===== src/rtl/v850_pkg.sv =====
// Shared types and helpers for the V850 instruction fetch unit.
package v850_pkg;

    localparam int HW_W = 16;
    localparam logic [31:0] RESET_PC_DEFAULT = 32'h0000_0000;

    typedef enum logic [1:0] {
        IDLE,
        WAIT,
        WAIT_DROP
    } ifetch_state_e;

    // A halfword opens a 32-bit instruction when bits [10:9] are both set.
    function automatic logic is_len32(input logic [HW_W-1:0] hw);
        logic [HW_W-1:0] masked;
        masked = hw & 16'h0600;
        return masked == 16'h0600;
    endfunction

endpackage


===== src/rtl/v850_hw_queue.sv =====
// Halfword FIFO accepting 0-2 pushes and 0-2 pops per cycle, exposing the two
// oldest entries so a 32-bit instruction can be taken in one go.
module v850_hw_queue
    import v850_pkg::*;
#(
    parameter int DEPTH = 8,
    localparam int PW = $clog2(DEPTH) + 1
) (
    input  logic            clk,
    input  logic            rst,
    input  logic            flush,
    input  logic [1:0]      push_cnt,
    input  logic [HW_W-1:0] push_lo,
    input  logic [HW_W-1:0] push_hi,
    input  logic [1:0]      pop_cnt,
    output logic [PW-1:0]   count,
    output logic [HW_W-1:0] head0,
    output logic [HW_W-1:0] head1
);

    localparam int AW = PW - 1;

    logic [HW_W-1:0] mem [DEPTH];
    logic [PW-1:0]   wr_ptr;
    logic [PW-1:0]   rd_ptr;
    logic [AW-1:0]   wr_idx;
    logic [AW-1:0]   wr_idx1;
    logic [AW-1:0]   rd_idx;
    logic [AW-1:0]   rd_idx1;

    assign wr_idx  = wr_ptr[AW-1:0];
    assign wr_idx1 = wr_idx + AW'(1);
    assign rd_idx  = rd_ptr[AW-1:0];
    assign rd_idx1 = rd_idx + AW'(1);

    // The extra pointer bit distinguishes full from empty.
    assign count = wr_ptr - rd_ptr;
    assign head0 = mem[rd_idx];
    assign head1 = mem[rd_idx1];

    always_ff @(posedge clk) begin
        if (!flush && push_cnt != 2'd0) begin
            mem[wr_idx] <= push_lo;
        end
        if (!flush && push_cnt == 2'd2) begin
            mem[wr_idx1] <= push_hi;
        end
    end

    always_ff @(posedge clk or posedge rst) begin
        if (rst) begin
            wr_ptr <= '0;
            rd_ptr <= '0;
        end else if (flush) begin
            wr_ptr <= '0;
            rd_ptr <= '0;
        end else begin
            wr_ptr <= wr_ptr + PW'(push_cnt);
            rd_ptr <= rd_ptr + PW'(pop_cnt);
        end
    end

endmodule


===== src/rtl/v850_fetch_unit.sv =====
// V850 fetch unit: word fetch FSM feeding a halfword queue, plus an output
// register that hands 16-/32-bit instructions to the decoder.
module v850_fetch_unit
    import v850_pkg::*;
#(
    parameter int          QDEPTH   = 8,
    parameter logic [31:0] RESET_PC = RESET_PC_DEFAULT
) (
    input  logic        clk,
    input  logic        rst,
    input  logic        redirect_valid,
    input  logic [31:0] redirect_pc,
    output logic        mem_req,
    output logic [31:0] mem_addr,
    input  logic        mem_ack,
    input  logic [31:0] mem_rdata,
    output logic        inst_valid,
    input  logic        inst_ready,
    output logic [31:0] inst,
    output logic        inst_len32,
    output logic [31:0] inst_pc
);

    localparam int CW = $clog2(QDEPTH) + 1;

    ifetch_state_e   state;
    ifetch_state_e   next_state;
    logic [31:0]     fetch_pc;
    logic [31:0]     dec_pc;
    logic [31:0]     redir_pc;
    logic            skip_lo;
    logic            issue;
    logic            accept;
    logic            load;
    logic            head_len32;
    logic            head_ok;
    logic [1:0]      push_cnt;
    logic [1:0]      pop_cnt;
    logic [CW-1:0]   count;
    logic [CW-1:0]   free;
    logic [HW_W-1:0] head0;
    logic [HW_W-1:0] head1;

    assign redir_pc = redirect_pc & 32'hFFFF_FFFE;
    assign free     = CW'(QDEPTH) - count;
    assign mem_req  = (state != IDLE);

    v850_hw_queue #(.DEPTH(QDEPTH)) u_queue (
        .clk      (clk),
        .rst      (rst),
        .flush    (redirect_valid),
        .push_cnt (push_cnt),
        .push_lo  (skip_lo ? mem_rdata[31:16] : mem_rdata[15:0]),
        .push_hi  (mem_rdata[31:16]),
        .pop_cnt  (pop_cnt),
        .count    (count),
        .head0    (head0),
        .head1    (head1)
    );

    always_ff @(posedge clk or posedge rst) begin
        if (rst) begin
            state <= IDLE;
        end else begin
            state <= next_state;
        end
    end

    // Requests are only issued with room for a whole word, so a push never overflows.
    always_comb begin
        next_state = state;
        issue      = 1'b0;
        accept     = 1'b0;
        case (state)
            IDLE: begin
                if (!redirect_valid && free >= CW'(2)) begin
                    issue      = 1'b1;
                    next_state = WAIT;
                end
            end
            WAIT: begin
                if (mem_ack) begin
                    accept     = !redirect_valid;
                    next_state = IDLE;
                end else if (redirect_valid) begin
                    next_state = WAIT_DROP;
                end
            end
            WAIT_DROP: begin
                if (mem_ack) begin
                    next_state = IDLE;
                end
            end
            default: next_state = IDLE;
        endcase
        push_cnt = accept ? (skip_lo ? 2'd1 : 2'd2) : 2'd0;
    end

    always_ff @(posedge clk or posedge rst) begin
        if (rst) begin
            fetch_pc <= {RESET_PC[31:2], 2'b00};
            skip_lo  <= RESET_PC[1];
            mem_addr <= 32'h0;
        end else begin
            if (issue) begin
                mem_addr <= fetch_pc;
            end
            if (redirect_valid) begin
                fetch_pc <= {redir_pc[31:2], 2'b00};
                skip_lo  <= redir_pc[1];
            end else if (accept) begin
                fetch_pc <= fetch_pc + 32'd4;
                skip_lo  <= 1'b0;
            end
        end
    end

    // Instructions leave the queue as they enter the output register; dec_pc tracks the queue head.
    always_comb begin
        head_len32 = is_len32(head0);
        head_ok    = (count >= CW'(1)) && (!head_len32 || count >= CW'(2));
        load       = (!inst_valid || inst_ready) && head_ok && !redirect_valid;
        pop_cnt    = load ? (head_len32 ? 2'd2 : 2'd1) : 2'd0;
    end

    always_ff @(posedge clk or posedge rst) begin
        if (rst) begin
            inst_valid <= 1'b0;
            inst       <= 32'h0;
            inst_len32 <= 1'b0;
            inst_pc    <= 32'h0;
            dec_pc     <= RESET_PC;
        end else if (redirect_valid) begin
            inst_valid <= 1'b0;
            dec_pc     <= redir_pc;
        end else if (load) begin
            inst_valid <= 1'b1;
            inst       <= head_len32 ? {head1, head0} : {16'h0000, head0};
            inst_len32 <= head_len32;
            inst_pc    <= dec_pc;
            dec_pc     <= dec_pc + (head_len32 ? 32'd4 : 32'd2);
        end else if (inst_ready) begin
            inst_valid <= 1'b0;
        end
    end

endmodule

===== config.mk =====
export PLATFORM = sky130hd
export DESIGN_NAME = v850_fetch_unit
export DESIGN_NICKNAME = d
export VERILOG_FILES = /design/src/rtl/v850_pkg.sv /design/src/rtl/v850_hw_queue.sv /design/src/rtl/v850_fetch_unit.sv
export SDC_FILE = /design/constraint.sdc
export NUM_CORES = 1
export LEC_CHECK = 0
export BUFFER_PORTS_ARGS = -buffer_cell sky130_fd_sc_hd__buf_2
export CAP_MARGIN = 20
export CELL_PAD_IN_SITES_DETAIL_PLACEMENT = 1
export CELL_PAD_IN_SITES_GLOBAL_PLACEMENT = 1
export CORE_MARGIN = 8
export CORE_UTILIZATION = 35
export DETAILED_ROUTE_END_ITERATION = 8
export MAX_ROUTING_LAYER = met4
export PLACE_DENSITY = 0.73
export SETUP_SLACK_MARGIN = 0.4
export SYNTH_ARGS = -nofsm -noshare
export SYNTH_HDL_FRONTEND = slang
export SYNTH_SLANG_ARGS = --single-unit

===== constraint.sdc =====
create_clock -name clk -period 7.7 [get_ports clk]
set_input_delay 1.54 -clock clk [delete_from_list [all_inputs] [get_ports clk]]
set_output_delay 1.54 -clock clk [all_outputs]
set_load 0.03 [all_outputs]

==> impl_metrics.tcl <==
set metrics [dict create \
    insertion_delay_ns 0.55 \
    tns_ns 0 \
    path_max_fanout 59 \
    drc_errors 0 \
    grt_pass1_wl_mm 72.6 \
    highest_layer "met4" \
    syn_to_final_growth_pct 16.7 \
    ant_nets 0 \
    cts_tree "done" \
    p_leak_nw 7.31 \
    ys_ff_latch 295 \
    startpoint_type "register" \
    p_clk_frac 0.253 \
    syn_area_mm2 0.0155 \
    p_seq_frac 0.345 \
    syn_area_per_cell_um2 11.7 \
    dp_hpwl_mm 32.2 \
    start_util 0.353 \
    setup_viol 0 \
    post-cts-setup-buffer-count 0 \
    route.vias.total 11500 \
    final_nets 1546 \
    cts_resized 0 \
    ir_drop_v 0.000186 \
    relSlewSlack 0.234 \
    placement.cell_area_mm2 0.0169 \
    path_class "reg -> reg" \
    outcome "finished clean" \
    die_h_um 227 \
    die_area_mm2 0.0514 \
    synthArstFlopShare 0.566 \
    crit_chain "buf_4, ha_1, inv_1, fa_1, ha_1, or3_1, o31a_2, o21ai_4, buf_4, nor2_1, ha_1, fa_1, xnor2_1, nor2_1" \
    m1WireLength_mm 19.5 \
    finalMaxSlewViolations 0 \
    wire_per_inst_um 23.0 \
    clkTransAtPathRegs_ns 0.06 \
    min_period_over_period 0.644 \
    clock.fmax_ghz 0.202 \
    grt_max_degree 100 \
    drive_above_1_share 0.295 \
    syn_inst 1327 \
    gr-total-overflow 0 \
    synth_edf_count 128 \
    comb_power_share 0.402 \
    seq_area_mm2 0.00803 \
    fillers 4761 \
    yosysSeqAreaShare 0.516 \
    initialDrtViolationCount 889 \
    drt_wl_total_mm 47.9 \
    sw_frac_of_total 0.403 \
    dr.pass1.iters 5 \
    num_rows 77 \
    yosys_warnings 0 \
    finClkSkew_ns 0.0254 \
    startpoint "u_queue.rd_ptr[0]" \
    postCtsHoldBufs 0 \
    tightest_slew_ns 1.15 \
    numCtsBuffers 36 \
    multi_input_area_mm2 0.00703 \
    synthFlopType "dfrtp_1" \
    cpMostUsedCell "ha_1" \
    hold_viol 0 \
    crit_slowest_cell "dfrtp_4" \
    fp.dieW_um 227 \
    io_pins 168 \
    clk_path_buf_depth 3 \
    htreeDepth 2 \
    switchingPower_mw 2.77 \
    place_congestion 0.822 \
    viasPerCell 5.51 \
    clock_sinks 295 \
    reg2reg_from "u_queue.rd_ptr[0]" \
    dr_wl_met3_mm 2.93 \
    fin_util 0.412 \
    cp-end-kind "register" \
    grt_pass1_vias 11900 \
    grt_usage 0.190 \
    hp-class "reg -> reg" \
    worstHoldStart "inst_pc[14]" \
    core_area_mm2 0.0440 \
    finalCriticalPeriod_ns 4.96 \
    power_density_mw_per_mm2 378 \
    grt_antenna_before_repair 4 \
    io_buffers 163 \
    arrival_ns 5.35 \
    yosysUniqueCellTypes 61 \
    p_int_mw 4.09 \
    slowest_delay_ns 0.69 \
    root_buffer "clkbuf_16" \
    cp.required_ns 8.09 \
    grt_setup_unrepaired "false" \
    met2_length_mm 23.8 \
    finalInstanceArea_mm2 0.0181 \
    drv_cap 0 \
]
-- registers in the layout, summed over array words and instances, names as in the netlist --
signal,flops
inst,32
dec_pc,31
state,2
u_queue.mem,128
inst_pc,31
mem_addr,30
fetch_pc,30
u_queue.wr_ptr,4
u_queue.rd_ptr,4
inst_valid,1
inst_len32,1
skip_lo,1
-- synthesized netlist by cell type (2+ instances only) --
cell / n / area (um^2)
nor2b_1: 7 / 43.8
o31a_1: 8 / 70.1
o21bai_1: 6 / 45.0
nor3b_1: 2 / 15.0
edfxtp_1: 128 / 3840
buf_1: 23 / 86.3
fa_1: 4 / 80.1
nand3b_1: 4 / 30.0
xor2_1: 18 / 158
buf_4: 4 / 30.0
nand4_1: 16 / 100
a21o_1: 10 / 75.1
nand2b_1: 3 / 18.8
ha_1: 17 / 213
and4_1: 2 / 17.5
o21ai_0: 76 / 380
nor4_1: 4 / 25.0
nor2_1: 96 / 360
o41ai_1: 2 / 17.5
nand2_1: 154 / 578
mux2i_1: 49 / 490
clkbuf_1: 35 / 131
nand3_1: 24 / 120
buf_2: 33 / 165
or2_2: 4 / 25.0
o21a_1: 3 / 22.5
o211ai_1: 9 / 67.6
dfrtp_1: 167 / 4180
and2_1: 10 / 62.6
xnor2_1: 22 / 193
or4_1: 3 / 22.5
a21oi_1: 89 / 445
inv_1: 35 / 131
o31ai_1: 21 / 158
and3_1: 9 / 56.3
o21ai_1: 5 / 25.0
mux2_2: 113 / 1270
and3b_1: 2 / 17.5
nand4b_1: 2 / 17.5
nor3_1: 9 / 45.0
mux4_2: 64 / 1440
a21boi_0: 2 / 15.0
or3_1: 15 / 93.8
-- cell type report --
cell class | instances | share of cell area
timing repair buffer | 185 | 0.0541
clock buffer | 55 | 0.0615
antenna | 5 | 0.000690
clock inverter | 10 | 0.00510
inverter | 36 | 0.00773
tap | 592 | 0.0408
sequential | 295 | 0.443
multi-input combinational | 902 | 0.387
-- layout by cell type (no fill, tap or decap), drive strengths merged, types with 4 or more instances in the layout --
| cell | netlist | layout |
|---|---|---|
| buf | 61 | 185 |
| dfrtp | 167 | 167 |
| nand2 | 154 | 154 |
| edfxtp | 128 | 128 |
| mux2 | 113 | 113 |
| nor2 | 96 | 96 |
| a21oi | 89 | 89 |
| o21ai | 82 | 82 |
| mux4 | 64 | 64 |
| clkbuf | 35 | 55 |
| mux2i | 49 | 49 |
| inv | 36 | 37 |
| nand3 | 24 | 24 |
| xnor2 | 22 | 22 |
| o31ai | 21 | 21 |
| xor2 | 18 | 18 |
| ha | 17 | 17 |
| nand4 | 16 | 16 |
| or3 | 15 | 15 |
| a21o | 10 | 10 |
| and2 | 10 | 10 |
| and3 | 9 | 9 |
| nor3 | 9 | 9 |
| o211ai | 9 | 9 |
| o31a | 9 | 9 |
| nor2b | 7 | 7 |
| clkinv | 0 | 7 |
| o21bai | 6 | 6 |
| or2 | 6 | 6 |
| diode | 0 | 5 |
| nand3b | 4 | 4 |
| nor4 | 4 | 4 |
| fa | 4 | 4 |
| or4 | 4 | 4 |
-- final timing paths --
check | end | slack [ns] | depth (start not counted)
worst min register to register | inst_pc[14] | 0.47 | 2
worst min-delay path | inst_pc[14] | 0.47 | 2
max in group asynchronous | u_queue.rd_ptr[1] | 4.92 | 3
worst max-delay path | u_queue.rd_ptr[2] | 2.74 | 14
worst max register to register | u_queue.rd_ptr[2] | 2.74 | 14
min in group asynchronous | inst_valid | 1.19 | 2
-- cell families (layout without fill, tap and decap cells) --
group                    Yosys count  after routing  synth area share
AND/OR/NAND/NOR                  370            370             0.108
flip-flops                       295            295             0.516
AO/OA/AOI/OAI                    242            242            0.0920
multiplexers                     226            226             0.206
buffers and inverters            132            286            0.0360
XOR/XNOR                          40             40            0.0225
adder cells (fa/ha/maj)           21             21            0.0188
other                              1              8          0.000241
-- power groups by stage --
stage	clock (mW)	sequential [mW]	combinational [mW]
final	1.73	2.37	2.76
after global routing	1.82	2.42	2.99
after CTS	1.77	2.37	2.79
after detailed placement	0	2.40	2.78
after global placement	0	2.38	2.70
after floorplan	0	2.72	1.62
-- stage by stage --
stage,hold WS (ns),power (mW),setup WS [ns],instances
after floorplan,0.467,4.34,1.64,1329
after global placement,0.455,5.08,2.81,2010
after global routing,0.498,7.23,2.40,2079
after CTS,0.473,6.93,2.72,2075
final,0.468,6.86,2.74,2080
after detailed placement,0.459,5.17,2.75,2010
-- per-layer routing --
metal,up-vias,GRT usage
li1,5098,-
met1,5898,0.228
met2,371,0.317
met3,88,0.0361
met4,0,0.0679
met5,-,-
-- critical path: cells and delay by family (launching register included) --
kind | cells | cell delay [ns]
AO/OA/AOI/OAI | 2 | 0.50
XOR/XNOR | 1 | 0.14
adder cells (fa/ha/maj) | 5 | 1.62
buffers and inverters | 3 | 1.22
flip-flops | 1 | 0.69
AND/OR/NAND/NOR | 3 | 0.59
No activity file was read; power rests on OpenSTA's default activity.
